--- src/rtl/clock_select_pkg.sv ---
// Shared types and address-map constants for the HS/LS clock speed-select controller.
package clock_select_pkg;

  // Which clock the CPU is on, or which one it is being moved to.
  typedef enum logic [1:0] {
    S_LS    = 2'd0,
    S_TO_HS = 2'd1,
    S_HS    = 2'd2,
    S_TO_LS = 2'd3
  } state_t;

  // Bank that always maps to host memory (default value for HOST_BANK).
  localparam logic [7:0] BANK_HOST_DEF = 8'hFF;
  // Bank 0: its upper 32K is host ROM/IO, so it must run on LS.
  localparam logic [7:0] BANK_LOCAL0 = 8'h00;
  // Lower bound of the bank-0 host window; the window runs to the top of the bank.
  localparam logic [15:0] IO_WIN_LO = 16'h8000;

  // True when a bank-0 offset falls inside the host window.
  function automatic logic in_io_win(input logic [15:0] offs);
    return offs >= IO_WIN_LO;
  endfunction

endpackage

--- src/rtl/clock_select_ctrl_m_sync2.sv ---
// Two-flop synchroniser for one switch status bit.
module sync2_m (
  input  logic clk,
  input  logic resetb,
  input  logic d,
  output logic q
);

  logic meta;

  // Two-stage capture of the asynchronous input; both stages clear on reset.
  always_ff @(posedge clk) begin
    if (!resetb) begin
      meta <= 1'b0;
      q    <= 1'b0;
    end else begin
      meta <= d;
      q    <= meta;
    end
  end

endmodule

--- src/rtl/clock_select_ctrl_m.sv ---
// Speed-select controller: decodes each CPU cycle, requests HS or LS from the clock switch,
// and stalls the CPU until the switch reports the requested clock.
//
// state   | meaning
// S_LS    | running on LS; dwell counter gates the next HS request
// S_TO_HS | HS requested, CPU stalled until switch reports HS
// S_HS    | running on HS (local RAM with turbo on)
// S_TO_LS | LS requested, CPU stalled until switch reports LS
module clock_select_ctrl_m
  import clock_select_pkg::*;
#(
  parameter int unsigned       ADDR_W    = 24,
  parameter logic [7:0]        HOST_BANK = BANK_HOST_DEF,
  parameter logic [ADDR_W-1:0] CTRL_ADDR = 'h00FE30,
  parameter int unsigned       LS_DWELL  = 4,
  parameter int unsigned       TIMEOUT   = 255
) (
  input  logic              hs_ck_ip,
  input  logic              resetb,
  input  logic              cyc_valid_ip,
  input  logic [ADDR_W-1:0] addr_ip,
  input  logic              rnw_ip,
  input  logic [7:0]        data_ip,
  input  logic              selected_hs_ip,
  input  logic              selected_ls_ip,
  output logic              select_hs_op,
  output logic              rdy_op,
  output logic              turbo_op,
  output logic              fault_op
);

  localparam int unsigned DW_W = $clog2(LS_DWELL + 1);
  localparam int unsigned TO_W = $clog2(TIMEOUT + 1);

  state_t          state, state_nxt;
  logic [DW_W-1:0] dwell;
  logic [TO_W-1:0] tmo;
  logic            shs, sls;
  logic [7:0]      bank;
  logic            ctrl_hit, want_ls, dwell_done, tmo_hit, tmo_sat, tmo_fire;
  logic            in_trans, ls_done;
  logic            pend_vld, pend_dat;
  logic            unused_data;

  // Upper control-register bits carry no function.
  assign unused_data = ^data_ip[7:1];

  sync2_m u_sync_hs (.clk(hs_ck_ip), .resetb(resetb), .d(selected_hs_ip), .q(shs));
  sync2_m u_sync_ls (.clk(hs_ck_ip), .resetb(resetb), .d(selected_ls_ip), .q(sls));

  assign bank       = addr_ip[ADDR_W-1 -: 8];
  assign ctrl_hit   = cyc_valid_ip && !rnw_ip && (addr_ip == CTRL_ADDR);
  assign dwell_done = (dwell == DW_W'(LS_DWELL));
  // Fire one cycle early so the fault lands on the edge where the count reaches TIMEOUT.
  assign tmo_hit    = (tmo == TO_W'(TIMEOUT - 1));
  assign tmo_sat    = (tmo == TO_W'(TIMEOUT));
  assign in_trans   = (state == S_TO_HS) || (state == S_TO_LS);
  assign ls_done    = (state == S_TO_LS) && (state_nxt == S_LS);

  // Address decode: anything host-side, or any access once faulted, must run on LS.
  assign want_ls = !turbo_op || fault_op || (bank == HOST_BANK) ||
                   ((bank == BANK_LOCAL0) && in_io_win(addr_ip[15:0])) || ctrl_hit;

  // Next state, stall and timeout decisions; stall reacts in the same cycle as the strobe.
  always_comb begin
    state_nxt = state;
    rdy_op    = 1'b1;
    tmo_fire  = 1'b0;
    case (state)
      S_LS: begin
        if (cyc_valid_ip && !want_ls && dwell_done) begin
          state_nxt = S_TO_HS;
          rdy_op    = 1'b0;
        end
      end
      S_TO_HS: begin
        rdy_op = 1'b0;
        if (shs && !sls) begin
          state_nxt = S_HS;
        end else if (tmo_hit) begin
          state_nxt = S_LS;
          tmo_fire  = 1'b1;
        end
      end
      S_HS: begin
        if (cyc_valid_ip && want_ls) begin
          state_nxt = S_TO_LS;
          rdy_op    = 1'b0;
        end
      end
      S_TO_LS: begin
        rdy_op = 1'b0;
        if (sls && !shs) begin
          state_nxt = S_LS;
        end else if (tmo_hit) begin
          state_nxt = S_LS;
          tmo_fire  = 1'b1;
        end
      end
      default: state_nxt = S_LS;
    endcase
  end

  assign select_hs_op = (state == S_TO_HS) || (state == S_HS);

  // State, counters, turbo bit and sticky fault; a turbo write seen on HS waits for LS.
  always_ff @(posedge hs_ck_ip) begin
    if (!resetb) begin
      state    <= S_LS;
      dwell    <= '0;
      tmo      <= '0;
      turbo_op <= 1'b0;
      fault_op <= 1'b0;
      pend_vld <= 1'b0;
      pend_dat <= 1'b0;
    end else begin
      state <= state_nxt;

      if (state == S_LS) begin
        if (!dwell_done) dwell <= dwell + DW_W'(1);
      end else begin
        dwell <= '0;
      end

      if (in_trans) begin
        if (!tmo_sat) tmo <= tmo + TO_W'(1);
      end else begin
        tmo <= '0;
      end

      if (tmo_fire) fault_op <= 1'b1;

      if ((state == S_LS) && ctrl_hit) begin
        turbo_op <= data_ip[0];
      end else if (ls_done && pend_vld) begin
        turbo_op <= pend_dat;
      end

      if ((state == S_HS) && ctrl_hit) begin
        pend_vld <= 1'b1;
        pend_dat <= data_ip[0];
      end else if (ls_done) begin
        pend_vld <= 1'b0;
      end
    end
  end

endmodule
--- config.mk ---
export PLATFORM = sky130hd
export DESIGN_NAME = clock_select_ctrl_m
export DESIGN_NICKNAME = d
export VERILOG_FILES = /design/src/rtl/clock_select_pkg.sv /design/src/rtl/clock_select_ctrl_m_sync2.sv /design/src/rtl/clock_select_ctrl_m.sv
export SDC_FILE = /design/constraint.sdc
export NUM_CORES = 1
export LEC_CHECK = 0
export ABC_AREA = 1
export CAP_MARGIN = 5
export CORE_MARGIN = 2
export CORE_UTILIZATION = 40
export CTS_CLUSTER_SIZE = 8
export DETAILED_ROUTE_END_ITERATION = 6
export PLACE_DENSITY = 0.75
export SLEW_MARGIN = 10
export SYNTH_ARGS = -nofsm -noshare
export SYNTH_HDL_FRONTEND = slang
export SYNTH_HIERARCHICAL = 1
export SYNTH_SLANG_ARGS = --single-unit
export TNS_END_PERCENT = 30
--- constraint.sdc ---
create_clock -name hs_ck_ip -period 1.85 [get_ports hs_ck_ip]
set_clock_uncertainty 0.05 [all_clocks]
set_input_delay 0.37 -clock hs_ck_ip [delete_from_list [all_inputs] [get_ports hs_ck_ip]]
set_output_delay 0.37 -clock hs_ck_ip [all_outputs]
set_load 0.005 [all_outputs]
==> metrics.md <==
| Metric | Value |
|---|---|
| Sequential Power Share | `0.506` |
| PD cells | `561 nW/um2` |
| RSZ-0062 raised after global routing | `yes` |
| H-tree levels | `1` |
| Nets@finish | `279` |
| Syn_area_per_cell | `7.03 um2` |
| Post-synthesis mux area share | `0` |
| Seq/Total Area, Yosys | `0.344` |
| Hold-fix buffers at CTS | `0` |
| Internal | `0.736 mW` |
| Initial antenna violation count | `0` |
| DIE WIDTH | `59.3 um` |
| Post-synth EDFFs | `0` |
| P_leak | `0.837 nW` |
| Placement row count | `20` |
| Core Area | `2980 um2` |
| Switching Share | `0.277` |
| Max Clock Freq | `523 MHz` |
| Post-DRT Antenna Nets | `0` |
| Failing checks | `setup timing` |
| Initial Util | `0.411` |
| Syn_nets | `221` |
| Initial DRC Count | `20` |
| Largest net degree at the start of global routing | `13` |
| Chip height | `59.3 um` |
| Top-count cell post-synth | `nand2_1` |
| Switching Power | `0.282 mW` |
| Yosys cell types | `23` |
| DRC | `0` |
| Clock-pin transition on the worst setup and hold timing paths | `0.12 ns` |
| Placed wire-length estimate | `2170 um` |
| Routed WL per cell | `10.1 um` |
| Rel. slew slack | `0.844` |
| Clk_lat worst skew | `0.31 ns` |
| Mapped Cells | `174` |
| WP data required | `1.43 ns` |
| Synth top area share | `0.344` |
| Port buffer count | `34` |
| Placer Congestion | `0.808` |
| Yosys warns | `6` |
| I/O pins | `42` |
| Max_cap viols | `0` |
| Diodes inserted | `0` |
| Synth Cell Area | `1220 um2` |
| Worst EP arrival | `1.49 ns` |
| CTS root buf | `clkbuf_4` |
| Tightest Pin Transition | `0.232 ns` |
| Status | `finished, violations left` |
| Tmin final | `1.91 ns` |
| Area leader, netlist | `dfxtp_1` |
| Area growth, synth to finish | `48.3%` |
| Routed vias/inst | `4.70` |
| Num Clock Sinks | `21` |
| DR pass1 iterations | `4` |
| Final Max Tran Viols | `0` |
| Fin crit share | `1.03` |
| Final WL | `2680 um` |
| Synth Area in Adders | `0.0920` |
| Synth Area in Compound Gates | `0.121` |
| Largest cells by area after synthesis | `dfxtp_1 (34%), nand2_1 (11%), ha_1 (9.2%), inv_1 (8.6%), nor2_1 (6.1%)` |
| Via Count | `1241` |
| Overall Global Routing Usage | `0.164` |
| Worst Setup End Kind | `output pin` |
| CTS Buf Count | `3` |
| Congestion Overflow GR | `0` |
| Register bit total from synthesis | `21` |
| Layout cells sized above 1 | `0.216` |
| Top cells by count, synth | `nand2_1 (36), inv_1 (28), dfxtp_1 (21), nor2_1 (20), a21oi_1 (13)` |
| CTS max path bufs | `2` |
| Post-route setup slack | `-0.0622 ns` |
| CTS tree | `yes` |
| First-pass GRT wire length | `4480 um` |
| Main synth FF type | `dfxtp_1` |
| Largest family of logic cells by synthesized area | `simple AND/OR/NAND/NOR gates` |
| Clk network pwr share | `0.223` |
| Hold WS | `0.369 ns` |
| Post-synthesis xor/xnor area fraction | `0.0358` |
| Setup violations, final | `1` |
| Kind of critical path | `flop to output pin` |
| Worst Hold Class | `flop to flop` |
| Final hold violations | `0` |
| Die area | `3520 um2` |
| Number of global-route vias before repair | `1129` |
| VDD IR max | `0.000491 V` |
| DP Worst Slack | `-0.536 ns` |
| CP startpoint kind | `flop` |
| CP Max Fanout | `2` |
| Gate power share | `0.272` |
| Ys async rst share | `0` |
| Simple-gate share of the synthesized area | `0.322` |
power by group through the flow:
stage               registers [mW]  logic [mW]  clock network [mW]
detailed placement           0.512       0.222                   0
global placement             0.510       0.213                   0
floorplan                    0.510      0.0928                   0
finish                       0.515       0.277               0.227
global route                 0.519       0.312               0.258
CTS                          0.502       0.219               0.236
final cells by class:
class	instances	area, um2
Clock buffer	3	22.5
Tap cell	33	41.3
Multi-Input combinational cell	125	749
Fill cell	291	1160
Inverter	28	105
Clock inverter	1	5.00
Timing Repair Buffer	53	467
Sequential cell	21	424
metrics by stage:
| stage | util | instance area, um2 | total power, mW | setup TNS, ns | std cells |
|---|---|---|---|---|---|
| finish | 0.609 | 1810 | 1.02 | -0.0622 | 264 |
| floorplan | - | 1220 | 0.602 | 0 | 174 |
| detailed placement | 0.577 | 1720 | 0.734 | -0.937 | 256 |
| global route | 0.609 | 1810 | 1.09 | -0.134 | 264 |
| global placement | 0.577 | 1720 | 0.723 | -0.807 | 256 |
| CTS | 0.589 | 1750 | 0.957 | -0.113 | 262 |
worst paths after layout:
kind	start	end	slack, ns	cells after the start
worst max-delay path	dwell[1]	rdy_op	-0.06	7
worst max register to register	dwell[1]	turbo_op	0.16	13
worst min register to register	u_sync_hs/meta	u_sync_hs/q	0.37	2
worst min-delay path	u_sync_hs/meta	u_sync_hs/q	0.37	2
timing repair:
action | in CTS | in global routing
setup endpoints to repair | 2 | 3
pin swaps | 9 | 4
resized for setup | 17 | 14
setup buffers | 2 | 2
endpoints found under the hold margin | 0 | 0
cell families after synthesis:
group                      count (synthesis)
and+or+nand+nor                           86
buffers and inverters                     28
AOI/OAI and AO/OA                         25
DFF                                       21
adders and majority gates                  9
xor gates and xnor gates                   5
sequential cells by signal, summed over array words and instances (netlist names):
| register | flops |
|---|---|
| dwell | 3 |
| fault_op | 1 |
| pend_dat | 1 |
| pend_vld | 1 |
| state | 2 |
| tmo | 8 |
| turbo_op | 1 |
| u_sync_hs/meta | 1 |
| u_sync_hs/q | 1 |
| u_sync_ls/meta | 1 |
| u_sync_ls/q | 1 |
critical path, stage by stage, from the launching register on:
cell and delay (ns):
dfxtp_2 0.34, inv_2 0.07, ha_4 0.15, nand2_4 0.06, nor2_4 0.13, nand3_2 0.09
a22o_1 0.22, buf_2 0.13
metal layers:
layer / global-route usage / share of wire / vias to the layer above
met1: 0.212 / 0.46 / 542
met5: 0 / 0 / -
met2: 0.268 / 0.47 / 25
met4: 0.0682 / 0.019 / 0
li1: - / - / 670
met3: 0.0262 / 0.055 / 4
layout by cell type, fill, tap and decap left out:
master and count:
a211oi_1 2, o21bai_4 1, clkinv_2 1, nand4_1 2, a22o_1 1, dlygate4sd2_1 9
nor4_1 1, buf_2 1, nand3b_1 1, buf_4 19, nor3_2 1, inv_2 2
clkdlybuf4s50_1 24, a21oi_2 1, or3b_2 1, dfxtp_2 3, xnor2_1 2, dfxtp_1 18
ha_2 1, nor2_2 4, nand2_1 34, xor2_1 3, nor2_4 2, nor2_1 17
inv_1 26, nand2_2 4, o21ai_0 8, ha_4 1, or2_2 1, a21oi_1 12
nand3_2 3, nand3_1 8, ha_1 7, nor3_1 6, nand2_4 1, clkbuf_4 3
Note: power is estimated with default switching activity, not from simulation.
